<file path="config.mk">
export PLATFORM = sky130hd
export DESIGN_NAME = fifo_pop_stage
export DESIGN_NICKNAME = d
export VERILOG_FILES = /design/src/rtl/fifo_pop_stage.sv
export SDC_FILE = /design/constraint.sdc
export NUM_CORES = 1
export LEC_CHECK = 0
export BUFFER_PORTS_ARGS = -buffer_cell sky130_fd_sc_hd__buf_2
export CAP_MARGIN = 5
export CORE_ASPECT_RATIO = 0.7
export CORE_MARGIN = 3
export CORE_UTILIZATION = 50
export DETAILED_ROUTE_END_ITERATION = 10
export PLACE_DENSITY = 0.83
export SETUP_SLACK_MARGIN = 0.5
export SLEW_MARGIN = 15
export SYNTH_ARGS = -nofsm -noshare
export SYNTH_HDL_FRONTEND = slang
export SYNTH_SLANG_ARGS = --single-unit
</file>
<file path="constraint.sdc">
create_clock -name clk -period 5.7 [get_ports clk]
set_input_delay 1.425 -clock clk [delete_from_list [all_inputs] [get_ports clk]]
set_output_delay 1.425 -clock clk [all_outputs]
set_load 0.03 [all_outputs]
</file>
<file path="src/rtl/fifo_pop_stage.sv">
// Drain stage for the fifo block: issues pops, captures data_out a cycle later and presents the
// captured entries as a valid/ready stream through a 2-entry ordered skid buffer.
module fifo_pop_stage #(
  parameter int unsigned WIDTH = 16,
  parameter int unsigned CNT_W = 16,
  parameter bit          DEBUG = 1'b0
) (
  input  logic             clk,
  input  logic             rst_n,
  input  logic             flush,
  input  logic             fifo_q_empty,
  input  logic [WIDTH-1:0] fifo_data,
  output logic             fifo_pop,
  output logic             out_valid,
  output logic [WIDTH-1:0] out_data,
  input  logic             out_ready,
  output logic [CNT_W-1:0] out_count
);

  typedef enum logic [1:0] {StEmpty, StOne, StTwo} occ_e;

  occ_e             occ_q, occ_d;
  logic             infl_q, infl_d;
  logic [WIDTH-1:0] slot0_q, slot0_d;
  logic [WIDTH-1:0] slot1_q, slot1_d;
  logic [CNT_W-1:0] cnt_q, cnt_d;

  logic       deq;
  logic [2:0] fill;
  logic [1:0] rem;

  assign out_valid = (occ_q != StEmpty);
  assign out_data  = slot0_q;
  assign out_count = cnt_q;
  assign deq       = out_valid && out_ready;

  // Occupancy after this edge if nothing new is popped; deq implies occ >= 1, so no underflow.
  assign fill = {1'b0, occ_q} + {2'b00, infl_q} - {2'b00, deq};
  assign rem  = occ_q - {1'b0, deq};

  assign fifo_pop = !fifo_q_empty && !flush && (fill < 3'd2);

  always_comb begin
    occ_d   = occ_q;
    infl_d  = fifo_pop;
    slot0_d = slot0_q;
    slot1_d = slot1_q;
    cnt_d   = cnt_q;

    if (deq) begin
      slot0_d = slot1_q;
      cnt_d   = cnt_q + {{(CNT_W-1){1'b0}}, 1'b1};
    end

    // Captured entry goes behind whatever survives the dequeue.
    if (infl_q && !flush) begin
      if (rem == 2'd0) begin
        slot0_d = fifo_data;
      end else begin
        slot1_d = fifo_data;
      end
    end

    unique case (fill[1:0])
      2'd0:    occ_d = StEmpty;
      2'd1:    occ_d = StOne;
      default: occ_d = StTwo;
    endcase

    if (flush) begin
      occ_d  = StEmpty;
      infl_d = 1'b0;
    end
  end

  always_ff @(posedge clk or negedge rst_n) begin
    if (!rst_n) begin
      occ_q   <= StEmpty;
      infl_q  <= 1'b0;
      slot0_q <= '0;
      slot1_q <= '0;
      cnt_q   <= '0;
    end else begin
      occ_q   <= occ_d;
      infl_q  <= infl_d;
      slot0_q <= slot0_d;
      slot1_q <= slot1_d;
      cnt_q   <= cnt_d;
    end
  end

  if (DEBUG) begin : g_debug
    always_ff @(posedge clk) begin
      if (rst_n) begin
        if (flush) begin
          $display("fifo_pop_stage: flush occ=%0d infl=%0b", occ_q, infl_q);
        end else if (infl_q) begin
          $display("fifo_pop_stage: capture %0h", fifo_data);
        end
        if (deq) begin
          $display("fifo_pop_stage: deliver %0h count=%0d", out_data, cnt_q);
        end
      end
    end
  end

endmodule

</file>
==> flow_metrics.tcl <==
set metrics [dict create \
    worst-setup-path-type "input pin to output port" \
    post_drt_wl_per_cell_um 14.60 \
    num_antenna_cells 0 \
    cts-root-buf "clkbuf_8" \
    routed_wirelength_um 4218 \
    yosysWarnings 0 \
    r2r_slack_ns 2.95 \
    syn2layout_area_growth_pct 17.56 \
    drv_slew 0 \
    worstPathArrival_ns 3.46 \
    postCtsSetupRepairBufs 0 \
    tns_ns 0 \
    grt_antenna_before_repair 0 \
    place.gp.congestion 0.7543 \
    die_h_um 62.59 \
    num_rows 19 \
    syn_area_um2 2287 \
    max_freq_mhz 204.8 \
    skew_ns 0.007441 \
    drive_gt1_share_pct 37.13 \
    clkSlewWorstSetupHoldPaths_ns 0.09 \
    synthAdderAreaFrac_pct 1.969 \
    tightest_slew_ns 1.031 \
    finalNetCount 260 \
    r2r_cells 6 \
    synthSimpleGateAreaFrac_pct 13.29 \
    layout_setup_ws_ns 0.8179 \
    cts.sinks 51 \
    rsz0062_at_grt "no" \
    hold_class "flop to flop" \
    end_kind "output port" \
    cp_max_fo 22 \
    ir_worst_vdd_mv 0.2717 \
    r2r_end "infl_q$_DFF_PN0_" \
    synthMuxAreaShare_pct 14.88 \
    io_pins 55 \
    clock_latency_ns 0.30 \
    htree_levels 2 \
    dp_hpwl_um 2959 \
    pre_cts_ws_ns 0.8094 \
    r2r-start "occ_q[1]$_DFF_PN0_" \
    cts_tree "yes" \
    core-area_um2 4160 \
    synth_xor_area_share_pct 6.127 \
    grt_pass1_vias 1491 \
    synth_top_cell_area_share_pct 55.80 \
    port_buffers 54 \
    synthesis.nets 205 \
    hold_path_depth 1 \
    placed_area_um2 2571 \
    syn_inst 181 \
    die_area_um2 5435 \
    cts_buffer_depth 2 \
    relSlewSlack_pct 31.18 \
    synthDistinctLibCells 29 \
    initial_core_util_pct 54.98 \
    critPathLaunch "out_ready" \
    setup_viol 0 \
    synth_top_cell_by_area "dfrtp_1" \
    nFillCells 324 \
    routed_via_density 5.232 \
    die_w_um 86.84 \
    worstSetupStartpointType "input pin" \
    leakagePower_nw 1.446 \
    cts_buffers 5 \
    ctsHoldBuffers 0 \
    required_ns 4.28 \
    finalCritPeriodShare_pct 85.65 \
    holdPathEnd "out_count[15]$_DFFE_PN0P_" \
    status "completed" \
    synth_area_leaders "dfrtp_1 56%, mux2_2 7.9%, mux2i_1 7.0%" \
    finalCriticalPeriod_ns 4.882 \
    fin_area_um2 2689 \
    ys_seq_area_share_pct 55.80 \
    grt_max_degree 52 \
    vias 1512 \
    ant_nets 0 \
    hold_viol 0 \
    maxCapViolCount 0 \
    overflow 0 \
    synth-seq-cells 51 \
    synth_compound_area_share_pct 4.923 \
    synth_top_family_by_area "multiplexers" \
    synth_area_per_cell_um2 12.64 \
    holdCritStartpoint "out_count[15]$_DFFE_PN0P_" \
    cts_resized 0 \
    initialDrtViolationCount 69 \
    grtUsageTotal_pct 17.28 \
    power.density_nw_per_um2 481.1 \
    drc 0 \
    drt_pass1_iterations 4 \
    grt_pass1_wl_um 7320 \
]
-- cells in the mapped netlist --
cell type,instances
dfrtp_1,51
nand2_1,27
mux2_2,16
mux2i_1,16
o21ai_0,14
xnor2_1,14
and3_1,4
buf_6,4
nand4_1,4
nand3_1,3
and2_1,2
buf_4,2
ha_1,2
nor2b_1,2
nor4_1,2
o21ai_1,2
o21ai_4,2
or2_2,2
xor2_1,2
and4_1,1
clkbuf_2,1
fa_1,1
inv_1,1
nand3_2,1
nor2b_4,1
nor3_4,1
nor3b_1,1
nor3b_2,1
nor3b_4,1
-- registers in the layout, indices dropped and copies added, names as in the netlist --
register   cells
infl_q         1
occ_q          2
out_count     16
out_data      16
slot1_q       16
-- area by class of cell --
cell class / count / area [um^2] / share of cell area, %
timing repair buffer: 55 / 277.8 / 10.33
tap: 52 / 65.06 / 2.420
sequential: 51 / 1276 / 47.46
multi-input combinational: 122 / 948.4 / 35.27
inverter: 1 / 3.754 / 0.1396
clock inverter: 2 / 35.03 / 1.303
clock buffer: 6 / 82.58 / 3.071
-- worst max path at each step --
stage / slack (ns) / end / depth (start not counted)
after floorplan: 0.67 / fifo_pop / 7
after global placement: 0.90 / fifo_pop / 8
after detailed placement: 0.81 / fifo_pop / 8
after CTS: 0.81 / fifo_pop / 8
after global routing: 0.73 / fifo_pop / 8
final: 0.82 / fifo_pop / 8
-- worst max-delay path, stage by stage --
cell     delay [ns]
buf_2          0.15
o21ai_4        0.26
or2_2          0.41
nand2_1        0.07
ha_1           0.17
fa_1           0.47
nor4_1         0.27
buf_2          0.24
-- per-layer routing --
| layer | global-route usage, % | vias to the layer above | wire length [um] | part of all wire (%) |
|---|---|---|---|---|
| met5 | 0 | - | 0 | 0 |
| met4 | 5.837 | 0 | 55 | 1.3 |
| met3 | 4.875 | 7 | 261 | 6.2 |
| met2 | 25.76 | 42 | 1933 | 46 |
| met1 | 24.21 | 725 | 1968 | 47 |
| li1 | - | 738 | - | - |
-- metrics by stage --
step           power (W)  utilization, %  hold WS (ns)  cells
6_report        0.001294           64.63        0.4950    289
5_1_grt         0.001383           64.63        0.5185    289
4_1_cts         0.001305           64.63        0.4952    289
3_5_place_dp    0.001048           61.80        0.4793    281
3_3_place_gp    0.001028           61.80        0.4561    281
2_1_floorplan  0.0009233               -        0.4786    181
-- power breakdown --
part | internal, W | leakage, nW | switching [W] | total (W)
Clock | 0.000142 | 0.0612 | 0.000114 | 0.000256
Combinational | 0.000186 | 0.712 | 0.000282 | 0.000467
Sequential | 0.000483 | 0.673 | 0.0000866 | 0.000570
-- kinds of logic after synthesis --
kind of cell / after synthesis
and+or+nand+nor: 53
muxes: 32
DFF: 51
buffers and inverters: 8
adders and majority gates: 3
AOI/OAI and AO/OA: 18
xor gates and xnor gates: 16
-- layout by cell type (no fill, tap or decap), types with 3 or more instances in the layout --
master | netlist | layout
and3_1 | 4 | 4
buf_2 | 0 | 54
clkbuf_8 | 0 | 6
dfrtp_1 | 51 | 51
mux2_2 | 16 | 16
mux2i_1 | 16 | 16
nand2_1 | 27 | 27
nand3_1 | 3 | 3
nand4_1 | 4 | 4
o21ai_0 | 14 | 14
xnor2_1 | 14 | 14
Power figures use the tool's default switching activity.
